--- config.mk ---
export PLATFORM = sky130hd
export DESIGN_NAME = fifo_uart_tx_flat
export DESIGN_NICKNAME = d
export VERILOG_FILES = /design/src/rtl/fifo_uart_pkg.sv /design/src/rtl/fifo_uart_tx_if.sv /design/src/rtl/fifo_uart_tx_bit_timer.sv /design/src/rtl/fifo_uart_tx.sv /design/src/flat_wrapper.sv
export SDC_FILE = /design/constraint.sdc
export NUM_CORES = 1
export LEC_CHECK = 0
export ABC_CLOCK_PERIOD_IN_PS = 3700
export CAP_MARGIN = 20
export CORE_MARGIN = 2
export CORE_UTILIZATION = 25
export CTS_BUF_LIST = sky130_fd_sc_hd__clkbuf_16
export CTS_CLUSTER_DIAMETER = 80
export CTS_CLUSTER_SIZE = 14
export DETAILED_ROUTE_END_ITERATION = 10
export SLEW_MARGIN = 40
export SYNTH_ARGS = -nofsm -noshare
export SYNTH_HDL_FRONTEND = slang
export SYNTH_SLANG_ARGS = --single-unit
--- constraint.sdc ---
create_clock -name clk -period 3.7 [get_ports clk]
set_input_delay 0.555 -clock clk [delete_from_list [all_inputs] [get_ports clk]]
set_output_delay 0.555 -clock clk [all_outputs]
set_load 0.05 [all_outputs]
--- src/rtl/fifo_uart_pkg.sv ---
// Shared types and elaboration helpers for the FIFO-fed UART transmitter.
// Pure declarations; no timing or flow control of its own.
package fifo_uart_pkg;

  typedef enum logic [2:0] {
    IDLE,
    FETCH,
    START,
    DATA,
    STOP
  } state_t;

  // Number of clock cycles the line is held high for the stop bits.
  function automatic int stop_len(input int stop_bits, input int clks_per_bit);
    return stop_bits * clks_per_bit;
  endfunction

  function automatic bit params_ok(input int clks_per_bit, input int stop_bits);
    return (clks_per_bit >= 2) && ((stop_bits == 1) || (stop_bits == 2));
  endfunction

endpackage

--- src/rtl/fifo_uart_tx_if.sv ---
// Read-side handshake between a fifo_sync instance and the transmitter.
// fifo_data is valid the cycle after fifo_rd; the pop waits while fifo_empty is high.
interface fifo_uart_tx_if #(
  parameter int DATA_WIDTH = 8
);
  logic                  fifo_rd;
  logic                  fifo_empty;
  logic [DATA_WIDTH-1:0] fifo_data;

  modport master (output fifo_rd, input fifo_empty, input fifo_data);
  modport slave  (input fifo_rd, output fifo_empty, output fifo_data);
endinterface

--- src/rtl/fifo_uart_tx_bit_timer.sv ---
// Bit-period down-counter: tick marks the last cycle of every CLKS_PER_BIT window.
// load restarts a window one cycle ahead; it has no handshake and clears while en is low.
module bit_timer #(
  parameter int CLKS_PER_BIT = 16
) (
  input  logic clk,
  input  logic rst,
  input  logic en,
  input  logic load,
  output logic tick
);
  localparam int CW = $clog2(CLKS_PER_BIT);
  localparam logic [CW-1:0] TOP = CW'(CLKS_PER_BIT - 1);

  logic [CW-1:0] cnt;

  always_ff @(posedge clk or posedge rst) begin
    if (rst) begin
      cnt <= '0;
    end else if (!en) begin
      cnt <= '0;
    end else if (load || (cnt == '0)) begin
      cnt <= TOP;
    end else begin
      cnt <= cnt - 1'b1;
    end
  end

  assign tick = en && !load && (cnt == '0);

endmodule

--- src/rtl/fifo_uart_tx.sv ---
// Pops words from a fifo_sync and sends start + LSB-first data + stop bits on tx.
// Pop to falling start edge is 2 cycles; no pop is issued while busy, disabled or empty.
module fifo_uart_tx
  import fifo_uart_pkg::*;
#(
  parameter int DATA_WIDTH   = 8,
  parameter int CLKS_PER_BIT = 16,
  parameter int STOP_BITS    = 1
) (
  input  logic           clk,
  input  logic           rst,
  input  logic           enable,
  fifo_uart_tx_if.master fifo,
  output logic           tx,
  output logic           busy,
  output logic           tx_done
);
  localparam int BW       = (DATA_WIDTH > 1) ? $clog2(DATA_WIDTH) : 1;
  localparam int SW       = $clog2(2 * CLKS_PER_BIT);
  localparam int STOP_LEN = stop_len(STOP_BITS, CLKS_PER_BIT);

  if (!params_ok(CLKS_PER_BIT, STOP_BITS)) begin : g_bad_params
    $error("fifo_uart_tx: CLKS_PER_BIT must be >= 2 and STOP_BITS must be 1 or 2");
  end

  state_t                state, state_nxt;
  logic [DATA_WIDTH-1:0] shift, shift_nxt, shr;
  logic [BW-1:0]         bit_idx, bit_idx_nxt;
  logic [SW-1:0]         stop_cnt, stop_cnt_nxt;
  logic                  tx_nxt, done_nxt, pop, tmr_load, tick;

  bit_timer #(.CLKS_PER_BIT(CLKS_PER_BIT)) u_bit_timer (
    .clk  (clk),
    .rst  (rst),
    .en   (state != IDLE),
    .load (tmr_load),
    .tick (tick)
  );

  assign shr          = shift >> 1;
  assign fifo.fifo_rd = pop;
  assign busy         = (state != IDLE);

  always_ff @(posedge clk or posedge rst) begin
    if (rst) begin
      state    <= IDLE;
      tx       <= 1'b1;
      tx_done  <= 1'b0;
      shift    <= '0;
      bit_idx  <= '0;
      stop_cnt <= '0;
    end else begin
      state    <= state_nxt;
      tx       <= tx_nxt;
      tx_done  <= done_nxt;
      shift    <= shift_nxt;
      bit_idx  <= bit_idx_nxt;
      stop_cnt <= stop_cnt_nxt;
    end
  end

  always_comb begin
    state_nxt    = state;
    tx_nxt       = tx;
    done_nxt     = 1'b0;
    shift_nxt    = shift;
    bit_idx_nxt  = bit_idx;
    stop_cnt_nxt = stop_cnt;
    pop          = 1'b0;
    tmr_load     = 1'b0;
    case (state)
      IDLE: begin
        tx_nxt = 1'b1;
        if (enable && !fifo.fifo_empty && !rst) begin
          pop       = 1'b1;
          state_nxt = FETCH;
        end
      end
      FETCH: begin
        shift_nxt = fifo.fifo_data;
        tx_nxt    = 1'b0;
        tmr_load  = 1'b1;
        state_nxt = START;
      end
      START: begin
        if (tick) begin
          tx_nxt      = shift[0];
          bit_idx_nxt = '0;
          state_nxt   = DATA;
        end
      end
      DATA: begin
        if (tick) begin
          if (bit_idx == BW'(DATA_WIDTH - 1)) begin
            tx_nxt       = 1'b1;
            stop_cnt_nxt = '0;
            state_nxt    = STOP;
          end else begin
            shift_nxt   = shr;
            tx_nxt      = shr[0];
            bit_idx_nxt = bit_idx + 1'b1;
          end
        end
      end
      STOP: begin
        // Stop phase is timed per cycle so two stop bits need no extra bit-count state.
        if (stop_cnt == SW'(STOP_LEN - 1)) begin
          stop_cnt_nxt = '0;
          done_nxt     = 1'b1;
          state_nxt    = IDLE;
        end else begin
          stop_cnt_nxt = stop_cnt + 1'b1;
        end
      end
      default: state_nxt = IDLE;
    endcase
  end

endmodule
--- src/flat_wrapper.sv ---
// flat-port wrapper written by rule: the top's interface ports become plain ports
module fifo_uart_tx_flat import fifo_uart_pkg::*;
#(
  parameter int DATA_WIDTH   = 8,
  parameter int CLKS_PER_BIT = 16,
  parameter int STOP_BITS    = 1
)
  (clk, rst, enable, tx, busy, tx_done, fifo_fifo_rd, fifo_fifo_empty, fifo_fifo_data);
  fifo_uart_tx_if #(.DATA_WIDTH(DATA_WIDTH)) fifo_i ();
  input  logic clk;
  input  logic rst;
  input  logic enable;
  output logic tx;
  output logic busy;
  output logic tx_done;
  output wire logic [$bits(fifo_i.fifo_rd)-1:0] fifo_fifo_rd;
  input wire logic [$bits(fifo_i.fifo_empty)-1:0] fifo_fifo_empty;
  input wire logic [$bits(fifo_i.fifo_data)-1:0] fifo_fifo_data;
  assign fifo_fifo_rd = fifo_i.fifo_rd;
  assign fifo_i.fifo_empty = fifo_fifo_empty;
  assign fifo_i.fifo_data = fifo_fifo_data;
  fifo_uart_tx #(.DATA_WIDTH(DATA_WIDTH), .CLKS_PER_BIT(CLKS_PER_BIT), .STOP_BITS(STOP_BITS)) u_core (.clk(clk), .rst(rst), .enable(enable), .fifo(fifo_i), .tx(tx), .busy(busy), .tx_done(tx_done));
endmodule
**After elaboration in Yosys (flattened, before gate mapping)**

Index checks and enable logic that the tools add are counted.

- Register bits: 25
- Input bits: 12
- Memories kept: 0
- Output and inout bits: 4
- Latch bits: 0
- Memory bits (read-only): 0
- RAM bits: 0

- $add $sub $neg: 3
- Multiply operators: 0
- Bitwise gates (word level): 0
- Divide/modulo/power cells: 0
- Order comparisons: 0
- Eq/ne operators: 12
- Reduce and logical (&&, ||, !) cells: 20
- Mux-type cells: 28
- Shift operators: 0

Operator list:

| operator | count |
|---|---|
| $mux 3 | 8 |
| $mux 8 | 2 |
| $pmux 8 s2 | 1 |
| $mux 5 | 3 |
| $pmux 3 s5 | 1 |
| $ne 2x1->1 const B | 5 |
| $pmux 5 s2 | 1 |
| $reduce_and 3->1 | 3 |
| $mux 1 | 8 |
| $mux 4 | 2 |
| $eq 3x2->1 const B | 2 |
| $eq 3x3->1 const B | 2 |
| $pmux 3 s2 | 1 |
| $reduce_bool 2->1 | 3 |
| $add 5x1->5 const B | 1 |
| $eq 5x4->1 const B | 1 |
| $reduce_and 5->1 | 1 |
| $logic_and 1x1->1 | 4 |
| $logic_not 4->1 | 1 |
| $pmux 1 s4 | 1 |
| $reduce_and 4->1 | 1 |
| $reduce_bool 4->1 | 1 |
| $sub 4x1->4 const B | 1 |
| $add 3x1->3 const B | 1 |
| other kinds (6) | 8 |

**Longest topological paths before layout**

Gate-level depths: netlist of run 1.

- Depth in word-level cells: 7
- Mapped depth: 6

**By module**

Synthesis of run 1 repeated with hierarchy kept, for this count alone.

- Cell total of the unflattened synthesis: 117
- Area total of the unflattened synthesis: 1362.6 sq um

Modules (own cells, without submodules):

| module | area an instance (sq um) | instances | cells an instance | sequential area each (sq um) |
|---|---|---|---|---|
| fifo_uart_tx | 1153.6 | 1 | 96 | 526.8 |
| bit_timer | 209.0 | 1 | 21 | 100.1 |

**Least setup slack after synthesis of run 1**

No wires, ideal clock.

- Path kind: input port to output port
- From: input port rst
- To: output port fifo_fifo_rd
- Slack: 1.427 ns
- Cell stages on the path: 2
- Data arrival time: 1.718 ns
- Path through: inv_1 > and4_1

- Word-level cells in the longest chain between the ends: 4

RTL lines:

| element | line | RTL |
|---|---|---|
| start, declared | flat_wrapper.sv:11 | `input logic rst;` |
| $logic_not 1->1 (no source line) | - |  |
| $logic_and 1x1->1 | fifo_uart_tx.sv:74 | `if (enable && !fifo.fifo_empty && !rst) begin` |
| $mux 1 | fifo_uart_tx.sv:74 |  |
| $mux 1 | fifo_uart_tx.sv:71 | `case (state)` |
| end, declared | flat_wrapper.sv:16 | `output wire logic [$bits(fifo_i.fifo_rd)-1:0] fifo_fifo_rd;` |

No other way between the ends.

**Worst setup path in the final report of run 1**

- From: register u_core.state[1]
- To: output port busy

- Word-level cells in the longest chain between the ends: 1

RTL lines:

| element | line | RTL |
|---|---|---|
| start, declared | fifo_uart_tx.sv:26 | `state_t state, state_nxt;` |
| start signal, assigned | fifo_uart_tx.sv:53 | `state <= state_nxt;` |
| $reduce_bool 3->1 | fifo_uart_tx.sv:42 | `assign busy = (state != IDLE);` |
| end, declared | flat_wrapper.sv:14 | `output logic busy;` |

No other way between the ends.

==> results of run 1 <==
==> cells in the mapped netlist (all sizes together), types with 2 or more instances <==
master   n  area, µm²
or2      2       12.5
o311ai   3       26.3
nor3b    6       50.1
a21oi    7       38.8
nor2     8       30.0
nand3    5       25.0
ha       5       62.6
nand2b   4       25.0
dfrtp   24        601
clkbuf   5       20.0
inv     12       45.0
buf      2       10.0
or3b     2       17.5
a31oi    6       37.5
nor2b    2       12.5
o22a     4       35.0
and4     2       17.5
o21ai    6       30.0
nand2    8       30.0
nor4b    3       32.5
xnor2    3       26.3
nor3     5       25.0
o22ai    6       37.5
==> cell usage in the layout (no fill, tap or decap), types with 2 or more instances in the layout <==
cell              n
a21oi_1           6
a31oi_1           6
and4_1            2
buf_4             3
clkbuf_16         3
clkdlybuf4s50_1  14
dfrtp_1          24
ha_1              5
inv_1            12
nand2_1           8
nand2b_1          4
nand3_1           5
nor2_1            8
nor2b_1           2
nor3_1            5
nor3b_1           5
nor4b_1           2
o21ai_0           6
o22a_1            4
o22ai_1           6
o311ai_1          3
xnor2_1           3
==> per-stage QoR <==
step	worst slack (ns)	std cells	utilization (%)
detailed placement	1.23	221	30.6
finish	0.953	225	32.1
global placement	1.24	221	30.6
global route	0.846	225	32.1
floorplan	1.43	141	-
CTS	0.943	225	32.1
==> per-layer routing <==
layer | part of all wire [%] | up-vias
met3 | 2.5 | 4
met5 | 0 | -
met2 | 43 | 11
met1 | 53 | 496
met4 | 1.5 | 0
li1 | - | 541
==> critical path: stages, from the launching register on <==
cell and delay (ns):
dfrtp_1 0.36, buf_4 0.21, or2_2 0.31, nor2_1 0.28
inv_1 0.07, clkdlybuf4s50_1 0.70
==> flip-flops by register name (all words and copies together) (netlist names) <==
name,cells
u_core.u_bit_timer.cnt,4
u_core.state,3
u_core.tx_done,1
u_core.stop_cnt,5
u_core.shift,8
u_core.bit_idx,3
u_core.tx,1
==> final cells by class <==
cell class                 instances  area [µm²]
clock buffer                       3        75.1
clock inverter                     1        5.00
fill                             531        3510
inverter                          12        45.0
multi-input combinational         97         661
sequential                        25         627
tap                               70        87.6
timing repair buffer              17         163
==> cells by family after synthesis <==
| logic type | after synthesis | share of synthesized area (%) |
|---|---|---|
| multiplexers | 2 | 1.56 |
| flip-flops | 25 | 46.0 |
| adder cells (fa/ha/maj) | 5 | 4.59 |
| AND/OR/NAND/NOR | 51 | 22.9 |
| buffers and inverters | 19 | 5.51 |
| XOR/XNOR | 3 | 1.93 |
| AO/OA/AOI/OAI | 36 | 17.5 |
==> power by group <==
part | internal, µW | switching [µW]
combinational | 173 | 168
clock | 146 | 97.5
sequential | 367 | 85.8
total | 686 | 351
==> path summary, 6_finish.rpt <==
| check | to | slack (ns) | depth (start not counted) |
|---|---|---|---|
| min in group asynchronous | u_core.bit_idx[2] | 0.78 | 3 |
| max | busy | 0.95 | 5 |
| min reg2reg | u_core.tx_done | 0.45 | 1 |
| max reg2reg | u_core.shift[3] | 1.61 | 5 |
| max in group asynchronous | u_core.tx | 2.62 | 3 |
| min | u_core.tx_done | 0.45 | 1 |
==> impl_metrics.env, run 1 <==
export IMPL_status="finished, final reports clean"
export IMPL_fin_skew_ns=0.00422
export IMPL_drt_total_wl_um=2840
export IMPL_grt_pass1_wl_um=4840
export IMPL_min_period_over_period_pct=74.3
export IMPL_r2r_start="u_core.bit_idx[0]"
export IMPL_worst_pin_slew_ns=0.684
export IMPL_start_util_pct=26.3
export IMPL_die_x_um=77.8
export IMPL_overflow=0
export IMPL_fmax_mhz=364
export IMPL_grt_pass1_vias=1014
export IMPL_vias=1052
export IMPL_netlist_area_um2=1360
export IMPL_synth_edf_count=0
export IMPL_synth_warnings=0
export IMPL_core_area_um2=5170
export IMPL_min_period_ns=2.75
export IMPL_firstDrtPassIters=4
export IMPL_clk_latency_ns=0.26
export IMPL_htree_levels=1
export IMPL_final_hold_violation_count=0
export IMPL_place_area_um2=1580
export IMPL_cts_buffers=3
export IMPL_slew_headroom_pct=54.3
export IMPL_antenna_found_initial=0
export IMPL_dp_hpwl_um=1980
export IMPL_track_usage_pct=10.0
export IMPL_cp_end_kind="output port"
export IMPL_detail_route_antenna_nets=0
export IMPL_grt_util_met1_pct=14.5
export IMPL_met2_usage_pct=14.4
export IMPL_crit_type="register to output port"
export IMPL_crit_fanout=29
export IMPL_die_h_um=77.8
export IMPL_peakVddDrop_v=0.000404
export IMPL_wl_per_cell_um=12.6
export IMPL_cts_hold_buffers_added=0
export IMPL_n_antenna_cell=0
export IMPL_fin_tns_setup_ns=0
export IMPL_drv_cap=0
export IMPL_cts_tree="built"
export IMPL_yosys_most_used_dff="dfrtp_1"
export IMPL_place_congestion=0.758
export IMPL_clock_sinks=25
export IMPL_drive_gt1_share_pct=9.03
export IMPL_met3_usage_pct=1.98
export IMPL_post_drt_via_cell_ratio=4.68
export IMPL_maxSlewViolCount=0
export IMPL_yosysUniqueCellTypes=40
export IMPL_synthesis_nets=158
export IMPL_syn_inst=141
export IMPL_worst_ep_arrival_time_ns=2.19
export IMPL_clockBufferDepth=2
export IMPL_power_per_cell_area_nw_per_um2=624
export IMPL_required_ns=3.14
export IMPL_dieArea_um2=6060
export IMPL_hold_ws_ns=0.447
export IMPL_power_uw=1040
export IMPL_final_area_um2=1660
export IMPL_cts_setup_buffers=0
export IMPL_drt_iter0_markers=58
export IMPL_busiest_layer="met1"
export IMPL_ys_ff_latch=25
export IMPL_grt_setup_unrepaired="false"
export IMPL_fp_row_count=26
export IMPL_grt_max_degree=30
export IMPL_setup_viol=0
export IMPL_power_leakage_uw=0.000699
export IMPL_fin_nets=173
export IMPL_startpoint_type="register"
export IMPL_syn_to_final_growth_pct=22.0
export IMPL_ys_seq_area_share_pct=46.0
export IMPL_clock_root_buffer="clkbuf_16"
export IMPL_synthArstFlopShare_pct=100
export IMPL_port_buffers=15
export IMPL_startpoint="u_core.state[1]"
export IMPL_drc_errors=0
export IMPL_hp_class="register to register"
export IMPL_path_clk_slew_ns=0.06
export IMPL_synth_avg_cell_area_um2=9.66
export IMPL_cts_resized=0
export IMPL_pin_count=16
export IMPL_hold_start="u_core.stop_cnt[4]"
(Power assumes the default switching activity.)
==> inputs of run 2 (changes only) <==
--- a/config.mk
+++ b/config.mk
@@ -5,7 +5,7 @@
 export SDC_FILE = /design/constraint.sdc
 export NUM_CORES = 1
 export LEC_CHECK = 0
-export ABC_CLOCK_PERIOD_IN_PS = 3700
+export ABC_CLOCK_PERIOD_IN_PS = 2700
 export CAP_MARGIN = 20
 export CORE_MARGIN = 2
 export CORE_UTILIZATION = 25
==> constraint.sdc (replaced) <==
create_clock -name clk -period 2.7 [get_ports clk]
set_input_delay 0.405 -clock clk [delete_from_list [all_inputs] [get_ports clk]]
set_output_delay 0.405 -clock clk [all_outputs]
set_load 0.05 [all_outputs]
==> run 2 against run 1 <==
  * Clock power rose by 36%
  * Worst hold slack worse by 0.064 ns
  * Combinational power rose by 37%
  * Critical endpoint is now fifo_fifo_rd
  * Largest power group unchanged
  * Highest routed layer unchanged
==> impl_metrics.env, run 2 (synthesis results as in run 1) <==
export IMPL_peakVddDrop_v=0.000476
export IMPL_fin_nets=173
export IMPL_power_leakage_uw=0.000701
export IMPL_syn_to_final_growth_pct=22.8
export IMPL_grt_pass1_wl_um=5080
export IMPL_startpoint="u_core.state[2]"
export IMPL_fp_row_count=26
export IMPL_final_cell_mix="dfrtp_1, clkdlybuf4s50_1, inv_1"
export IMPL_clockBufferDepth=2
export IMPL_clock_sinks=25
export IMPL_worst_ep_arrival_time_ns=1.82
export IMPL_crit_type="register to output port"
export IMPL_wl_per_cell_um=12.9
export IMPL_die_h_um=77.8
export IMPL_track_usage_pct=10.5
export IMPL_die_x_um=77.8
export IMPL_min_period_ns=2.23
export IMPL_grt_max_degree=29
export IMPL_r2r_end="u_core.shift[3]"
export IMPL_grt_pass1_vias=1116
export IMPL_setup_viol=0
export IMPL_cts_tree="built"
export IMPL_vias=1071
export IMPL_final_common_cell="dfrtp_1"
export IMPL_htree_levels=1
export IMPL_place_congestion=0.726
export IMPL_power_frac_comb_pct=32.7
export IMPL_largest_reg_flops=8
export IMPL_fin_skew_ns=0.00428
export IMPL_switching_share_pct=34.4
export IMPL_core_area_um2=5170
export IMPL_switchingPower_uw=493
export IMPL_pin_count=16
export IMPL_drv_cap=0
export IMPL_top_regs="u_core.shift: 8 flops, u_core.stop_cnt: 5 flops, u_core.u_bit_timer.cnt: 4 flops"
export IMPL_antenna_found_initial=0
export IMPL_cts_resized=0
export IMPL_p_clk_share_pct=23.1
export IMPL_cts_setup_buffers=0
export IMPL_post_drt_via_cell_ratio=4.76
export IMPL_crit_fanout=9
export IMPL_dieArea_um2=6060
export IMPL_required_ns=2.30
export IMPL_status="finished, final reports clean"
export IMPL_cts_hold_buffers_added=0
export IMPL_final_hold_violation_count=0
export IMPL_clk_latency_ns=0.26
export IMPL_overflow=0
export IMPL_clock_root_buffer="clkbuf_16"
export IMPL_endpoint="fifo_fifo_rd"
export IMPL_fin_tns_setup_ns=0
export IMPL_drc_errors=0
export IMPL_grt_setup_unrepaired="false"
export IMPL_n_antenna_cell=0
export IMPL_drive_gt1_share_pct=9.68
export IMPL_startpoint_type="register"
export IMPL_port_buffers=15
export IMPL_r2r_start="u_core.bit_idx[0]"
export IMPL_maxSlewViolCount=0
export IMPL_path_clk_slew_ns=0.06
export IMPL_drt_iter0_markers=41
export IMPL_cp_end_kind="output port"
export IMPL_intPower_uw=940
export IMPL_slew_headroom_pct=54.1
export IMPL_min_period_over_period_pct=82.4
export IMPL_r2r_setup_slack_ns=0.67
export IMPL_sequentialPowerShare_pct=44.2
export IMPL_start_util_pct=26.3
export IMPL_drt_total_wl_um=2910
export IMPL_fmax_mhz=449
export IMPL_r2r_cells=5
export IMPL_dp_hpwl_um=2090
export IMPL_worst_pin_slew_ns=0.686
export IMPL_power_uw=1430
export IMPL_power_per_cell_area_nw_per_um2=856
export IMPL_regMostFlops="u_core.shift"
export IMPL_firstDrtPassIters=4
export IMPL_detail_route_antenna_nets=0
export IMPL_hp_class="input pin to asynchronous set/reset pin"
export IMPL_cts_buffers=3
==> run 2: power groups by stage <==
stage	clock [µW]	combinational [µW]	sequential (µW)
after floorplan	0	365	618
after detailed placement	0	473	638
final	330	468	634
after global placement	0	462	635
after global routing	356	530	652
after CTS	342	473	633
==> run 2: metal layers <==
metal / up-vias / share of wire, % / global-route usage [%]
met5: - / 0 / 0
met4: 0 / 1.4 / 3.75
met3: 4 / 2.8 / 2.33
met2: 15 / 45 / 17.2
met1: 512 / 51 / 13.5
li1: 540 / - / -
==> run 2: final cells by class <==
class,instances,area (µm²)
repair buffers,17,173
flip-flops and latches,25,627
multi-input cells,97,661
clock buffers,3,75.1
well taps,70,87.6
fillers,546,3500
clock inverters,1,5.00
inverters,12,45.0
==> run 2: how the worst min path moves through the flow <==
| stage | start | end | slack [ns] | depth (start not counted) |
|---|---|---|---|---|
| 3_3_place_gp | u_core.stop_cnt[4] | u_core.tx_done | 0.44 | 1 |
| 6_report | rst | u_core.state[1] | 0.38 | 2 |
| 2_1_floorplan | u_core.stop_cnt[4] | u_core.tx_done | 0.42 | 1 |
| 3_5_place_dp | u_core.stop_cnt[4] | u_core.tx_done | 0.45 | 1 |
| 5_1_grt | rst | u_core.u_bit_timer.cnt[2] | 0.42 | 2 |
| 4_1_cts | rst | u_core.state[1] | 0.40 | 2 |
==> run 2: metrics by stage <==
| stage | cells | setup WS (ns) | utilization, % | cell area [µm²] | hold slack [ns] |
|---|---|---|---|---|---|
| 6_report | 225 | 0.474 | 32.3 | 1670 | 0.383 |
| 5_1_grt | 225 | 0.361 | 32.3 | 1670 | 0.418 |
| 4_1_cts | 225 | 0.451 | 32.3 | 1670 | 0.395 |
| 3_5_place_dp | 221 | 0.676 | 30.8 | 1590 | 0.446 |
| 3_3_place_gp | 221 | 0.699 | 30.8 | 1590 | 0.442 |
| 2_1_floorplan | 141 | 0.727 | - | 1360 | 0.418 |
==> run 2: critical path, cell delays in order, from the launching register on <==
cell	delay (ns)
dfrtp_1	0.47
or2_2	0.35
nor2_1	0.29
and4_1	0.30
buf_12	0.15
